File: src/rtl/alu_vec_sequencer.sv
// alu_vec_sequencer: serial load / apply / settle / capture / serial unload
// driver that turns a combinational ALU benchmark core into a sequential,
// pin-light block with a start/done handshake.
module alu_vec_sequencer #(
  parameter int STIM_W = 60,
  parameter int RESP_W = 26,
  parameter int SETTLE = 2
) (
  input  logic              CK,
  input  logic              RST,
  input  logic              start,
  input  logic              si,
  input  logic              si_valid,
  output logic [STIM_W-1:0] stim,
  input  logic [RESP_W-1:0] resp,
  output logic              so,
  output logic              so_valid,
  output logic              busy,
  output logic              done,
  output logic              resp_par
);

  localparam int MAX_W  = (STIM_W > RESP_W) ? STIM_W : RESP_W;
  localparam int CNT_W  = $clog2(MAX_W);
  localparam int SCNT_W = 4;  // SETTLE is limited to 1..15

  localparam logic [CNT_W-1:0]  LAST_IN     = CNT_W'(STIM_W - 1);
  localparam logic [CNT_W-1:0]  LAST_OUT    = CNT_W'(RESP_W - 1);
  localparam logic [SCNT_W-1:0] LAST_SETTLE = SCNT_W'(SETTLE - 1);

  typedef enum logic [2:0] {
    S_IDLE,
    S_SHIFT_IN,
    S_APPLY,
    S_SETTLE,
    S_CAPTURE,
    S_SHIFT_OUT,
    S_DONE
  } state_t;

  state_t              state_q;
  state_t              state_d;
  logic [CNT_W-1:0]    cnt_q;
  logic [SCNT_W-1:0]   scnt_q;
  logic [STIM_W-1:0]   shadow_q;
  logic [RESP_W-1:0]   rsr_q;

  // State register.
  // NOTE: sequential state uses non-blocking (<=) so every flop samples the
  // pre-edge values and the order of statements cannot create races.
  always_ff @(posedge CK or posedge RST) begin
    if (RST) state_q <= S_IDLE;
    else     state_q <= state_d;
  end

  // Next-state logic for the load/apply/settle/capture/unload sequence.
  // NOTE: state_d gets a default before the case so no path leaves it
  // unassigned, which would otherwise infer a latch.
  always_comb begin
    state_d = state_q;
    case (state_q)
      S_IDLE:      if (start) state_d = S_SHIFT_IN;
      S_SHIFT_IN:  if (si_valid && (cnt_q == LAST_IN)) state_d = S_APPLY;
      S_APPLY:     state_d = S_SETTLE;
      S_SETTLE:    if (scnt_q == LAST_SETTLE) state_d = S_CAPTURE;
      S_CAPTURE:   state_d = S_SHIFT_OUT;
      S_SHIFT_OUT: if (cnt_q == LAST_OUT) state_d = S_DONE;
      S_DONE:      state_d = S_IDLE;
      default:     state_d = S_IDLE;
    endcase
  end

  // Datapath and registered outputs; flags are derived from the next state
  // so they line up with the state they describe without a cycle of lag.
  // NOTE: the shadow and response registers are ordinary flops, so they are
  // reset along with everything else; a reset leaves no stale vector behind.
  always_ff @(posedge CK or posedge RST) begin
    if (RST) begin
      stim     <= '0;
      shadow_q <= '0;
      rsr_q    <= '0;
      cnt_q    <= '0;
      scnt_q   <= '0;
      so       <= 1'b0;
      so_valid <= 1'b0;
      busy     <= 1'b0;
      done     <= 1'b0;
      resp_par <= 1'b0;
    end else begin
      busy     <= (state_d != S_IDLE);
      done     <= (state_d == S_DONE);
      so_valid <= (state_d == S_SHIFT_OUT);
      case (state_q)
        S_IDLE: begin
          if (start) begin
            cnt_q    <= '0;
            shadow_q <= '0;
          end
        end
        S_SHIFT_IN: begin
          // LSB-first load: after STIM_W accepted bits the first one sits in bit 0.
          if (si_valid) begin
            shadow_q <= {si, shadow_q[STIM_W-1:1]};
            if (cnt_q != LAST_IN) cnt_q <= cnt_q + 1'b1;
          end
        end
        S_APPLY: begin
          stim   <= shadow_q;
          scnt_q <= '0;
        end
        S_SETTLE: begin
          scnt_q <= scnt_q + 1'b1;
        end
        S_CAPTURE: begin
          rsr_q    <= resp;
          resp_par <= ^resp;
          so       <= resp[0];
          cnt_q    <= '0;
        end
        S_SHIFT_OUT: begin
          // Zeros shift in from the top, so so falls to 0 after the last bit.
          rsr_q <= rsr_q >> 1;
          so    <= rsr_q[1];
          if (cnt_q != LAST_OUT) cnt_q <= cnt_q + 1'b1;
        end
        default: ;
      endcase
    end
  end

endmodule

File: config.mk
export PLATFORM = sky130hd
export DESIGN_NAME = alu_vec_sequencer
export DESIGN_NICKNAME = d
export VERILOG_FILES = /design/src/rtl/alu_vec_sequencer.sv
export SDC_FILE = /design/constraint.sdc
export NUM_CORES = 1
export LEC_CHECK = 0
export ABC_AREA = 1
export BUFFER_PORTS_ARGS = -buffer_cell sky130_fd_sc_hd__buf_2
export CAP_MARGIN = 40
export CORE_MARGIN = 3
export CORE_UTILIZATION = 55
export CTS_BUF_LIST = sky130_fd_sc_hd__clkbuf_8
export CTS_CLUSTER_DIAMETER = 100
export CTS_CLUSTER_SIZE = 24
export DETAILED_ROUTE_END_ITERATION = 8
export GPL_TIMING_DRIVEN = 0
export PLACE_DENSITY_LB_ADDON = 0.2
export SLEW_MARGIN = 20
export SYNTH_ARGS = -nofsm -noshare
export SYNTH_HDL_FRONTEND = slang
export SYNTH_SLANG_ARGS = --single-unit
export TNS_END_PERCENT = 20
File: constraint.sdc
create_clock -name CK -period 9 [get_ports CK]
set_clock_uncertainty 0.1 [all_clocks]
set_input_delay 0.45 -clock CK [delete_from_list [all_inputs] [get_ports CK]]
set_output_delay 0.45 -clock CK [all_outputs]
set_load 0.005 [all_outputs]
After elaboration in Yosys (flattened, before gate mapping)
Index checks and enable logic that the tools add are counted.
Widths: inputs -> output; s select.
{"block": "op_classes", "n_addsub": 2, "n_eq_ne": 16, "muxes": 16, "reduce_logical": 10}
{"cell": "$mux 60", "count": 2}
{"cell": "$pmux 60 s2", "count": 1}
{"cell": "$pmux 26 s2", "count": 1}
{"cell": "$reduce_xor 26->1", "count": 1}
{"cell": "$mux 6", "count": 4}
{"cell": "$pmux 6 s4", "count": 1}
{"cell": "$pmux 3 s6", "count": 1}
{"cell": "$eq 3x3->1 const B", "count": 4}
{"cell": "$mux 3", "count": 4}
{"cell": "$ne 2x2->1 const B", "count": 4}
{"cell": "$pmux 4 s2", "count": 1}
{"cell": "$add 6x1->6 const B", "count": 1}
{"cell": "$eq 3x2->1 const B", "count": 2}
{"cell": "$eq 6x5->1 const B", "count": 1}
{"cell": "$eq 6x6->1 const B", "count": 1}
{"cell": "$ne 6x5->1 const B", "count": 1}
{"cell": "$ne 6x6->1 const B", "count": 1}
{"cell": "$reduce_bool 2->1", "count": 3}
{"cell": "$reduce_and 5->1", "count": 1}
{"cell": "$add 4x1->4 const B", "count": 1}
{"cell": "$eq 4x1->1 const B", "count": 1}
{"cell": "$reduce_bool 4->1", "count": 1}
{"cell": "$eq 3x1->1 const B", "count": 1}
{"cell": "$logic_not 3->1", "count": 1}
{"cell": "other kinds (4)", "count": 4}
{"block": "word_totals", "reg_bits": 164, "input_bits": 31, "out_inout_bits": 65, "wordCells": 55}

Longest topological paths before layout
{"block": "depth", "depth_word": 5, "depth_mapped": 13, "ltp_nobuf": 13}

Worst setup path after synthesis
Ideal clock, no wire load.
{"block": "synth_path", "path_kind": "reg2reg", "start": "reg cnt_q[0]", "end": "reg cnt_q[2]", "setup_time_ns": 0.076, "arrival_time_ns": 1.458, "required_time_ns": 8.824, "setup_slack_ns": 7.366, "path_stages_with_launch": 10, "n_path_buf": 1, "synth_period_minus_slack_ns": 1.634, "path_cell_list": "dfrtp_1 ha_1 nand2_1 nor3_1 o21ai_0 nand2_1 a21oi_1 buf_2 nand3_1 o21ai_1"}
{"block": "synth_via", "elab_chain_cells": 4, "elab_cells_between_ends": 10, "classes_between": "add/sub (1); eq/ne (4); mux (4); reduce/logical (1)"}
{"item": "from (decl)", "line": "43", "text": "logic [CNT_W-1:0] cnt_q;"}
{"item": "from (signal assigned)", "line": "104", "text": "if (cnt_q != LAST_IN) cnt_q <= cnt_q + 1'b1;"}
{"item": "from (signal assigned)", "line": "124", "text": "if (cnt_q != LAST_OUT) cnt_q <= cnt_q + 1'b1;"}
{"item": "$add 6x1->6", "line": "104, 124"}
{"item": "$mux 6", "line": "104"}
{"item": "$mux 6", "line": "102", "text": "if (si_valid) begin"}
{"item": "$pmux 6 s4", "line": "93", "text": "case (state_q)"}
Several ways; a longest one is shown, not always the timed one. The select of a mux whose other input is x is not followed.
A chain may end at the register's enable or synchronous reset.

Final worst setup path
{"block": "layout_path", "start": "reg state_q[1]", "end": "reg shadow_q[30]"}
{"block": "layout_via", "elab_chain_cells": 3, "elab_cells_between_ends": 7, "classes_between": "eq/ne (3); mux (1); reduce/logical (3)"}
{"item": "from (decl)", "line": "41", "text": "state_t state_q;"}
{"item": "from (signal assigned)", "line": "53", "text": "else state_q <= state_d;"}
{"item": "$eq 3x1->1 / $logic_not 3->1 (equally long branches)", "line": "93"}
{"item": "$ne 2x2->1 (no source line) / $reduce_bool 2->1 (equally long branches)"}
{"item": "$reduce_and 3->1 (no source line)"}
{"item": "to (signal assigned)", "line": "103", "text": "shadow_q <= {si, shadow_q[STIM_W-1:1]};"}
{"item": "to (decl)", "line": "45", "text": "logic [STIM_W-1:0] shadow_q;"}
Several ways; a longest one is shown, not always the timed one.

==> results.sh <==
export IMPL_setup_tns_ns=0
export IMPL_drtIter0Drc=405
export IMPL_htree_levels=4
export IMPL_drt_pre_antenna_iters=4
export IMPL_drv_slew=0
export IMPL_synthesis_nets=878
export IMPL_cts_root_buf="clkbuf_8"
export IMPL_ys_flop_type="dfrtp_1"
export IMPL_status="finished, violations left"
export IMPL_dieArea_um2=14900
export IMPL_startpoint_type="flip-flop"
export IMPL_swShare_pct=28.3
export IMPL_antenna_cells=0
export IMPL_drc=0
export IMPL_syn_inst=843
export IMPL_ant_nets=0
export IMPL_wire_per_inst_um=12.9
export IMPL_cts_tree="done"
export IMPL_cts_hold_buf=0
export IMPL_power_frac_clock_pct=33.8
export IMPL_crit_path_frequent_cell="nor2_4"
export IMPL_cellLeakagePower_nw=4.35
export IMPL_rsz0062_at_grt="no"
export IMPL_clk_path_buf_depth=2
export IMPL_yosys_warnings=0
export IMPL_grt_pass1_wl_um=25400
export IMPL_power_frac_comb_pct=15.5
export IMPL_synth_edf_count=0
export IMPL_ir_drop_mv=0.108
export IMPL_power_switching_mw=0.479
export IMPL_worstSetupPathType="reg2reg"
export IMPL_ios=96
export IMPL_critPathMaxFanout=10
export IMPL_timing_hold_ws_ns=-0.0257
export IMPL_fin_crit_sh_pct=22.5
export IMPL_final_common_cell="nand2_1"
export IMPL_cts_setup_buffers=0
export IMPL_crit_required_ns=9.23
export IMPL_crit_arrival_ns=2.26
export IMPL_final_cell_mix="nand2_1, dfrtp_1, inv_1"
export IMPL_crit_family="buffers and inverters"
export IMPL_antenna_found_initial=0
export IMPL_relSlewSlack_pct=54.0
export IMPL_grt_pass1_vias=5574
export IMPL_synth_largest_area_cell="dfrtp_1"
export IMPL_wl_um=14800
export IMPL_grt_start_max_net_pins=92
export IMPL_async_reset_ff_share_pct=100
export IMPL_violations="hold timing"
export IMPL_ys_types=29
export IMPL_maxCapViolations=0
export IMPL_r2r_setup_slack_ns=6.97
export IMPL_hold_path_class="in2async"
export IMPL_cts_clk_slew_worst_paths_ns=0.08
export IMPL_setup_worst_path_end_class="flip-flop"
export IMPL_setup_violations=0
export IMPL_path_cells="nor2_4 -> inv_2 -> nor2_4 -> a21oi_1 -> a21oi_2 -> buf_6 -> buf_2 -> o21ai_1"
export IMPL_synth_area_top_cells="dfrtp_1, nand2_1, inv_1, o21ai_0, nand3_2"
export IMPL_cts_resized=0
export IMPL_dieWidth_um=122
export IMPL_p_per_area_nw_per_um2=198
export IMPL_hold_violations=15
export IMPL_seq_power_share_pct=50.7
export IMPL_path_buf_inv=3
export IMPL_synth_area_per_cell_um2=8.77
export IMPL_grt_overflow=0
export IMPL_slowest_delay_ns=0.43
export IMPL_worstMarginPinSlew_ns=0.690
export IMPL_cts_sinks=163
export IMPL_clock_latency_ns=0.45
export IMPL_max_freq_ghz=0.493
export IMPL_syn_cell_area_um2=7390
export IMPL_routabilityCongestion=0.812
export IMPL_drive_above_1_share_pct=20.9
export IMPL_p_int_mw=1.21
export IMPL_rows=41
export IMPL_portBuffers=95
export IMPL_die_height_um=122
export IMPL_grt_util_all_layers_pct=21.2
export IMPL_yosys_register_bits=163
export IMPL_core_um2=12900
export IMPL_areaGrowthSynthToFinish_pct=15.7
export IMPL_ys_seq_area_share_pct=55.2
export IMPL_fin_nets=993
export IMPL_slowest_stage="dfrtp_1"
export IMPL_num_vias=5794
export IMPL_final_min_clock_period_ns=2.03
export IMPL_place_hpwl_um=10400
export IMPL_vias_per_cell=5.07
export IMPL_start_util_pct=57.4
export IMPL_synth_top_cell_area_share_pct=55.2
export IMPL_cts_buffers_inserted=17
power by group through the flow:
stage	logic, mW	registers, mW	clock network, mW
after floorplan	0.206	0.861	0
after global placement	0.257	0.869	0
after detailed placement	0.265	0.871	0
after CTS	0.267	0.857	0.584
after global routing	0.305	0.868	0.614
final	0.263	0.857	0.572
path summary, 6_finish.rpt:
path	startpoint	end	cells past startpoint
hold / removal	RST	shadow_q[46]	2
setup reg to reg	state_q[1]	shadow_q[30]	8
setup / recovery	state_q[1]	shadow_q[30]	8
max in group asynchronous	RST	stim[15]	3
hold reg to reg	scnt_q[3]	scnt_q[3]	1
min in group CK	si	shadow_q[59]	3
routing by layer:
layer  track usage, %  vias to the layer above  routed length, um
met5                0                        -                  0
met4             5.25                        0                164
met3             5.48                       13                606
met2             33.6                      104               6790
met1             29.6                     2753               7210
li1                 -                     2924                  -
sequential cells by signal, indices dropped and copies added (netlist names):
name      count
shadow_q     60
rsr_q        26
resp_par      1
scnt_q        4
cnt_q         6
so_valid      1
stim         60
done          1
busy          1
state_q       3
cell usage after synthesis, types with 3 or more instances:
library cell / count
nand4_1: 4
o21ai_0: 69
clkbuf_1: 19
a21oi_1: 4
buf_1: 3
nand2_1: 221
a31oi_1: 24
xnor2_1: 4
nand3_2: 30
ha_1: 4
o21ai_1: 43
nor2_1: 48
dfrtp_1: 163
inv_1: 107
xor2_1: 6
nand3_1: 42
o21ai_2: 20
buf_6: 7
buf_2: 12
kinds of logic after synthesis:
group	Yosys count	synth area share [%]
adder cells (fa/ha/maj)	4	0.677
flip-flops	163	55.2
XOR/XNOR	10	1.19
buffers and inverters	152	8.74
AND/OR/NAND/NOR	348	21.3
multiplexers	1	0.135
AO/OA/AOI/OAI	165	12.8
area by class of cell:
cell class | count | area, um2
Buffer | 43 | 236
Clock buffer | 18 | 248
Clock inverter | 14 | 184
Fill cell | 1101 | 4330
Inverter | 109 | 417
Multi-Input combinational cell | 528 | 2670
Sequential cell | 163 | 4080
Tap cell | 172 | 215
Timing Repair Buffer | 96 | 503
metrics by stage:
stage | util (%) | std cells | total power, mW | worst slack (ns) | instance area [um2]
after floorplan | - | 843 | 1.07 | 4.05 | 7390
after global placement | 62.8 | 1110 | 1.13 | 2.26 | 8080
after detailed placement | 63.0 | 1111 | 1.14 | 6.97 | 8120
after CTS | 66.4 | 1143 | 1.71 | 6.97 | 8550
after global routing | 66.4 | 1143 | 1.79 | 6.83 | 8550
final | 66.4 | 1143 | 1.69 | 6.97 | 8550
Power figures use the tool's default switching activity.
